===== src/rtl/sram_axi_bridge_pkg.sv =====
// Shared AXI ID/burst constants and FSM state encodings for the SRAM-to-AXI bridge.
package sram_axi_bridge_pkg;
  localparam logic [3:0] AXI_ID_INST    = 4'd0;
  localparam logic [3:0] AXI_ID_DATA    = 4'd1;
  localparam logic [1:0] AXI_BURST_INCR = 2'b01;

  typedef enum logic {
    RD_IDLE = 1'b0,
    RD_ADDR = 1'b1
  } rd_state_t;

  typedef enum logic [1:0] {
    WR_IDLE = 2'd0,
    WR_SEND = 2'd1,
    WR_RESP = 2'd2
  } wr_state_t;
endpackage


===== src/rtl/sram_axi_bridge_axi_wr_channel.sv =====
// Single-outstanding AXI write engine: accepts one data-port write, issues AW and W
// independently, and reports completion on the B handshake.
module axi_wr_channel
  import sram_axi_bridge_pkg::*;
#(
  parameter int ADDR_W = 32,
  parameter int DATA_W = 32
) (
  input  logic                clk,
  input  logic                reset,
  input  logic                req,
  input  logic                allow,
  input  logic [1:0]          req_size,
  input  logic [DATA_W/8-1:0] req_wstrb,
  input  logic [ADDR_W-1:0]   req_addr,
  input  logic [DATA_W-1:0]   req_wdata,
  output logic                accept,
  output logic                data_ok,
  output logic                idle,
  output logic [ADDR_W-1:0]   awaddr,
  output logic [2:0]          awsize,
  output logic                awvalid,
  input  logic                awready,
  output logic [DATA_W-1:0]   wdata,
  output logic [DATA_W/8-1:0] wstrb,
  output logic                wlast,
  output logic                wvalid,
  input  logic                wready,
  input  logic                bvalid
);
  wr_state_t state;
  logic      aw_pend;
  logic      w_pend;
  logic      aw_done;
  logic      w_done;

  assign idle    = (state == WR_IDLE);
  assign accept  = ~reset & idle & req & allow;
  assign data_ok = ~reset & (state == WR_RESP) & bvalid;
  assign awvalid = ~reset & aw_pend;
  assign wvalid  = ~reset & w_pend;
  assign wlast   = 1'b1;

  // A channel counts as done if it already handshook or is handshaking now.
  assign aw_done = ~aw_pend | awready;
  assign w_done  = ~w_pend | wready;

  always_ff @(posedge clk) begin
    if (reset) begin
      state   <= WR_IDLE;
      aw_pend <= 1'b0;
      w_pend  <= 1'b0;
      awaddr  <= '0;
      awsize  <= '0;
      wdata   <= '0;
      wstrb   <= '0;
    end else begin
      case (state)
        WR_IDLE: begin
          if (accept) begin
            awaddr  <= req_addr;
            awsize  <= {1'b0, req_size};
            wdata   <= req_wdata;
            wstrb   <= req_wstrb;
            aw_pend <= 1'b1;
            w_pend  <= 1'b1;
            state   <= WR_SEND;
          end
        end
        WR_SEND: begin
          if (awready) aw_pend <= 1'b0;
          if (wready) w_pend <= 1'b0;
          if (aw_done && w_done) state <= WR_RESP;
        end
        WR_RESP: begin
          if (bvalid) state <= WR_IDLE;
        end
        default: state <= WR_IDLE;
      endcase
    end
  end
endmodule


===== src/rtl/sram_axi_bridge.sv =====
// Bridges the core's inst and data SRAM-like ports onto one AXI3 master; reads use
// ID 0 (inst) / ID 1 (data), one outstanding read per ID and one outstanding write.
module sram_axi_bridge
  import sram_axi_bridge_pkg::*;
#(
  parameter int ADDR_W = 32,
  parameter int DATA_W = 32
) (
  input  logic                clk,
  input  logic                reset,
  input  logic                inst_sram_req,
  input  logic                inst_sram_wr,
  input  logic [1:0]          inst_sram_size,
  input  logic [DATA_W/8-1:0] inst_sram_wstrb,
  input  logic [ADDR_W-1:0]   inst_sram_addr,
  input  logic [DATA_W-1:0]   inst_sram_wdata,
  output logic                inst_sram_addr_ok,
  output logic                inst_sram_data_ok,
  output logic [DATA_W-1:0]   inst_sram_rdata,
  input  logic                data_sram_req,
  input  logic                data_sram_wr,
  input  logic [1:0]          data_sram_size,
  input  logic [DATA_W/8-1:0] data_sram_wstrb,
  input  logic [ADDR_W-1:0]   data_sram_addr,
  input  logic [DATA_W-1:0]   data_sram_wdata,
  output logic                data_sram_addr_ok,
  output logic                data_sram_data_ok,
  output logic [DATA_W-1:0]   data_sram_rdata,
  output logic [3:0]          arid,
  output logic [ADDR_W-1:0]   araddr,
  output logic [3:0]          arlen,
  output logic [2:0]          arsize,
  output logic [1:0]          arburst,
  output logic [1:0]          arlock,
  output logic [3:0]          arcache,
  output logic [2:0]          arprot,
  output logic                arvalid,
  input  logic                arready,
  input  logic [3:0]          rid,
  input  logic [DATA_W-1:0]   rdata,
  input  logic [1:0]          rresp,
  input  logic                rlast,
  input  logic                rvalid,
  output logic                rready,
  output logic [3:0]          awid,
  output logic [ADDR_W-1:0]   awaddr,
  output logic [3:0]          awlen,
  output logic [2:0]          awsize,
  output logic [1:0]          awburst,
  output logic [1:0]          awlock,
  output logic [3:0]          awcache,
  output logic [2:0]          awprot,
  output logic                awvalid,
  input  logic                awready,
  output logic [3:0]          wid,
  output logic [DATA_W-1:0]   wdata,
  output logic [DATA_W/8-1:0] wstrb,
  output logic                wlast,
  output logic                wvalid,
  input  logic                wready,
  input  logic [3:0]          bid,
  input  logic [1:0]          bresp,
  input  logic                bvalid,
  output logic                bready
);
  rd_state_t rd_state;
  logic      inst_rd_busy;
  logic      data_rd_busy;
  logic      data_rd_ok;
  logic      inst_rd_ok;
  logic      data_rd_acc;
  logic      inst_rd_acc;
  logic      inst_resp;
  logic      data_resp;
  logic      wr_idle;
  logic      wr_allow;
  logic      wr_accept;
  logic      wr_data_ok;
  logic      unused;

  assign unused = ^{inst_sram_wr, inst_sram_wstrb, inst_sram_wdata, rresp, rlast, bid, bresp};

  assign arlen   = 4'd0;
  assign arburst = AXI_BURST_INCR;
  assign arlock  = 2'd0;
  assign arcache = 4'd0;
  assign arprot  = 3'd0;
  assign awid    = AXI_ID_DATA;
  assign awlen   = 4'd0;
  assign awburst = AXI_BURST_INCR;
  assign awlock  = 2'd0;
  assign awcache = 4'd0;
  assign awprot  = 3'd0;
  assign wid     = AXI_ID_DATA;
  assign rready  = ~reset;
  assign bready  = ~reset;

  // Data reads wait out any write so data-port accesses stay in program order.
  always_comb begin
    data_rd_ok  = data_sram_req & ~data_sram_wr & ~data_rd_busy & wr_idle;
    inst_rd_ok  = inst_sram_req & ~inst_rd_busy;
    data_rd_acc = ~reset & (rd_state == RD_IDLE) & data_rd_ok;
    inst_rd_acc = ~reset & (rd_state == RD_IDLE) & inst_rd_ok & ~data_rd_ok;
    inst_resp   = ~reset & rvalid & (rid == AXI_ID_INST) & inst_rd_busy;
    data_resp   = ~reset & rvalid & (rid == AXI_ID_DATA) & data_rd_busy;
    wr_allow    = ~data_rd_busy & ~((rd_state == RD_ADDR) && (arid == AXI_ID_DATA));
  end

  assign inst_sram_addr_ok = inst_rd_acc;
  assign data_sram_addr_ok = data_rd_acc | wr_accept;
  assign inst_sram_data_ok = inst_resp;
  assign data_sram_data_ok = data_resp | wr_data_ok;
  assign inst_sram_rdata   = rdata;
  assign data_sram_rdata   = rdata;
  assign arvalid           = ~reset & (rd_state == RD_ADDR);

  always_ff @(posedge clk) begin
    if (reset) begin
      rd_state     <= RD_IDLE;
      inst_rd_busy <= 1'b0;
      data_rd_busy <= 1'b0;
      arid         <= '0;
      araddr       <= '0;
      arsize       <= '0;
    end else begin
      if (inst_resp) inst_rd_busy <= 1'b0;
      if (data_resp) data_rd_busy <= 1'b0;
      case (rd_state)
        RD_IDLE: begin
          if (data_rd_acc) begin
            arid         <= AXI_ID_DATA;
            araddr       <= data_sram_addr;
            arsize       <= {1'b0, data_sram_size};
            data_rd_busy <= 1'b1;
            rd_state     <= RD_ADDR;
          end else if (inst_rd_acc) begin
            arid         <= AXI_ID_INST;
            araddr       <= inst_sram_addr;
            arsize       <= {1'b0, inst_sram_size};
            inst_rd_busy <= 1'b1;
            rd_state     <= RD_ADDR;
          end
        end
        RD_ADDR: begin
          if (arready) rd_state <= RD_IDLE;
        end
        default: rd_state <= RD_IDLE;
      endcase
    end
  end

  axi_wr_channel #(
    .ADDR_W(ADDR_W),
    .DATA_W(DATA_W)
  ) u_wr (
    .clk      (clk),
    .reset    (reset),
    .req      (data_sram_req & data_sram_wr),
    .allow    (wr_allow),
    .req_size (data_sram_size),
    .req_wstrb(data_sram_wstrb),
    .req_addr (data_sram_addr),
    .req_wdata(data_sram_wdata),
    .accept   (wr_accept),
    .data_ok  (wr_data_ok),
    .idle     (wr_idle),
    .awaddr   (awaddr),
    .awsize   (awsize),
    .awvalid  (awvalid),
    .awready  (awready),
    .wdata    (wdata),
    .wstrb    (wstrb),
    .wlast    (wlast),
    .wvalid   (wvalid),
    .wready   (wready),
    .bvalid   (bvalid)
  );
endmodule


===== config.mk =====
export PLATFORM = sky130hd
export DESIGN_NAME = sram_axi_bridge
export DESIGN_NICKNAME = d
export VERILOG_FILES = /design/src/rtl/sram_axi_bridge_pkg.sv /design/src/rtl/sram_axi_bridge_axi_wr_channel.sv /design/src/rtl/sram_axi_bridge.sv
export SDC_FILE = /design/constraint.sdc
export NUM_CORES = 1
export LEC_CHECK = 0
export BUFFER_PORTS_ARGS = -buffer_cell sky130_fd_sc_hd__buf_2
export CAP_MARGIN = 20
export CORE_AREA = 2 2 161 163
export CTS_BUF_LIST = sky130_fd_sc_hd__clkbuf_4
export DETAILED_ROUTE_END_ITERATION = 12
export DIE_AREA = 0 0 163 165
export PLACE_DENSITY_LB_ADDON = 0.08
export SYNTH_ARGS = -nofsm -noshare
export SYNTH_HDL_FRONTEND = slang
export SYNTH_SLANG_ARGS = --single-unit

===== constraint.sdc =====
create_clock -name clk -period 4.75 [get_ports clk]
set_input_delay 0.95 -clock clk [delete_from_list [all_inputs] [get_ports clk]]
set_output_delay 0.95 -clock clk [all_outputs]
set_load 0.05 [all_outputs]

==> run_results.csv <==
group,metric,value,unit
critical_path,cp.arrival,2.74,ns
synthesis,netlist_area,5982,sq um
critical_path,cpMaxStageDelayCell,"or4b_2",
synthesis,synth_top_area_share,0.3748,
cts,numCtsBuffers,9,
synthesis,synth.avg_cell_area,8.521,sq um
sta,fin_setup_tns,0,ns
sta,worst_pin_slew,1.060,ns
cts,path_clk_slew,0.18,ns
synthesis,ys_async_sr_fraction,0,
placement,dp_cells,1145,
critical_path,worstSetupEndpointType,"output port",
global_route,antenna_found_initial,4,
route,viasPerCell,4.501,
cts,cts_max_path_buffers,2,
critical_path,startpoint_type,"primary input",
sta,period_needed,3.688,ns
critical_path,critPathMaxFanout,4,
synthesis,syn-instance-count,702,
power_and_ir_drop,p_sw_frac,0.4411,
floorplanning,num_rows,58,
finish,multi_input_area,2618,sq um
global_route,grt_max_degree,72,
cts,hold_buffers,0,
route,drt_iter0_drc,189,
power_and_ir_drop,clockPowerShare,0.201,
finish,drive_above_1_share,0.3377,
floorplanning,die_x,163,microns
floorplanning,fp.dieArea,26900,sq um
power_and_ir_drop,p_comb_frac,0.354,
power_and_ir_drop,p_switching,1067,uW
finish,fin_nets,1023,
synthesis,ys_ff_latch,112,
cts,clk_latency,0.50,ns
status,status,"finished clean",
synthesis,yosys-top-cells-count,"dfxtp_1, buf_4, o211ai_1",
synthesis,ys_seq_area_frac,0.3748,
global_route,grt_pass1_wl,31800,microns
cts,cts_resized,0,
finish,syn_to_final_growth,15.27,%
global_route,first_global_vias,5141,
critical_path,crit_chain,"buf_2 -> or4b_2 -> nor3b_1 -> a32o_1 -> buf_2",
sta,rsz0062_at_grt,"false",
global_route,grtUsageMet2,0.2446,
power_and_ir_drop,power_frac_seq,0.445,
power_and_ir_drop,peakVddDrop,124.1,uV
global_route,use_met3,0.07082,
global_route,track_usage,0.1552,
cts,cts_max_level,3,
critical_path,cp_slowest_stage_delay,0.72,ns
sta,max_clock_freq,0.2711,GHz
critical_path,crit_top_cell,"buf_2",
sta,relSlewSlack,0.2932,
critical_path,path_class,"primary input to output port",
hold_path,worstHoldPathType,"register to register",
synthesis,synth.most_common_cell,"dfxtp_1",
finish,final_cells,1166,
floorplanning,ios,418,
route,wl_per_cell,18.41,microns
critical_path,required,3.80,ns
global_route,met1_usage,0.1985,
power_and_ir_drop,leakage,0.003231,uW
global_route,top_usage_layer,"met2",
synthesis,ys_types,43,
sta,finalHoldViolations,0,
power_and_ir_drop,internal-power,1352,uW
power_and_ir_drop,power.density,350.8,nW/um^2
route,postRouteAntennaNets,0,
placement,dp_hpwl,14540,microns
cts,post_cts_buffers,0,
synthesis,ys.flop_type,"dfxtp_1",
placement,gp_congestion,0.6697,
synthesis,synth_top_area_cell,"dfxtp_1",
placement,port_buffers,231,
route,drt_first_pass_iters,4,
synthesis,synth_area_leaders,"dfxtp_1, buf_4, o211ai_1",
sta,period_share,0.7765,
global_route,grt_overflow,0,
floorplanning,core_area,25040,sq um
sta,maxSlewViolCount,0,
route,wirelength,21470,microns
cts,cts-root-buf,"clkbuf_4",
sta,setup_viol,0,
floorplanning,dieHeight,165,microns
floorplanning,start_util,0.2389,
cts,tritoncts,"done",
synthesis,synth_edf_count,0,
route,via_count,5248,
finish,register_area,2243,sq um
route,drc,0,
flow_run,cap_violations,0,
synthesis,yosysWarningCount,0,
cts,clock-sinks,112,
sta,finClkSkew,0.02014,ns
finish,n_fill_cell,2806,
==> power by group through the flow <==
stage               registers, uW  clock network (uW)  logic, uW
finish                       1080                 487        856
global route                 1090                 549        915
CTS                          1080                 526        868
detailed placement           1100                   0        866
global placement             1100                   0        870
floorplan                    1360                   0        531
==> cells by family after synthesis <==
family          after synthesis  share of synthesized area
mux                          23                    0.03849
other cells                   2                   0.001255
simple gates                133                     0.1205
flops                       112                     0.3748
compound gates              199                     0.2462
buf+inv                     233                     0.2188
==> worst paths after layout <==
kind                 start                end  slack, ns  depth (start not counted)
max                  reset  data_sram_data_ok       1.06                          5
min reg2reg  u_wr.wdata[7]      u_wr.wdata[7]       0.49                          2
max reg2reg  u_wr.state[0]     u_wr.awaddr[2]       2.18                          4
min          u_wr.wdata[7]      u_wr.wdata[7]       0.49                          2
==> stage by stage <==
stage	cell area [sq um]	util	setup slack, ns	power (uW)	hold WS [ns]
after CTS	6874	0.2746	0.9748	2471	0.4990
after global placement	6754	0.2698	0.9764	1968	0.4765
after global routing	6885	0.2750	0.9262	2551	0.5185
final	6895	0.2754	1.062	2419	0.4942
after floorplan	6140	-	0.5395	1892	0.5081
after detailed placement	6754	0.2698	0.9776	1963	0.4739
==> worst max-delay path, delay by kind of cell <==
family	cells	cell delay, ns
AO/OA/AOI/OAI	1	0.20
AND/OR/NAND/NOR	2	1.18
buffers and inverters	2	0.40
==> flip-flops by register name (all words and copies together), names as in the netlist, 2 cells and up <==
name         count
u_wr.state       2
u_wr.awsize      2
u_wr.awaddr     32
u_wr.wdata      32
u_wr.wstrb       4
arsize           2
araddr          32
==> layout make-up <==
type                    instances  area share
diodes                          4    0.001452
clock buffers                   9    0.009799
clock inverters                 7    0.007621
inverters                      60     0.03284
multi-input cells             399      0.3796
flip-flops and latches        112      0.3253
well taps                     330     0.05988
repair buffers                245      0.1835
==> metal layers <==
metal	wire length (microns)	vias to the layer above
met5	27	-
met4	110	4
met3	2086	13
met2	9448	202
met1	9796	2467
li1	-	2562
==> cells in the final DEF, fill, tap and decap left out, drive strengths merged, types with 4 or more instances in the layout <==
cell and n:
o2bb2ai 23, inv 62, diode 4, o21ai 56, buf 245, nor3 13, a21oi 4, a311oi 11
dfxtp 112, nand2 39, nand4 14, nor2 27, o22a 23, mux2i 23, conb 44, o211ai 70
clkbuf 9, nor3b 25
Power figures use the tool's default switching activity.
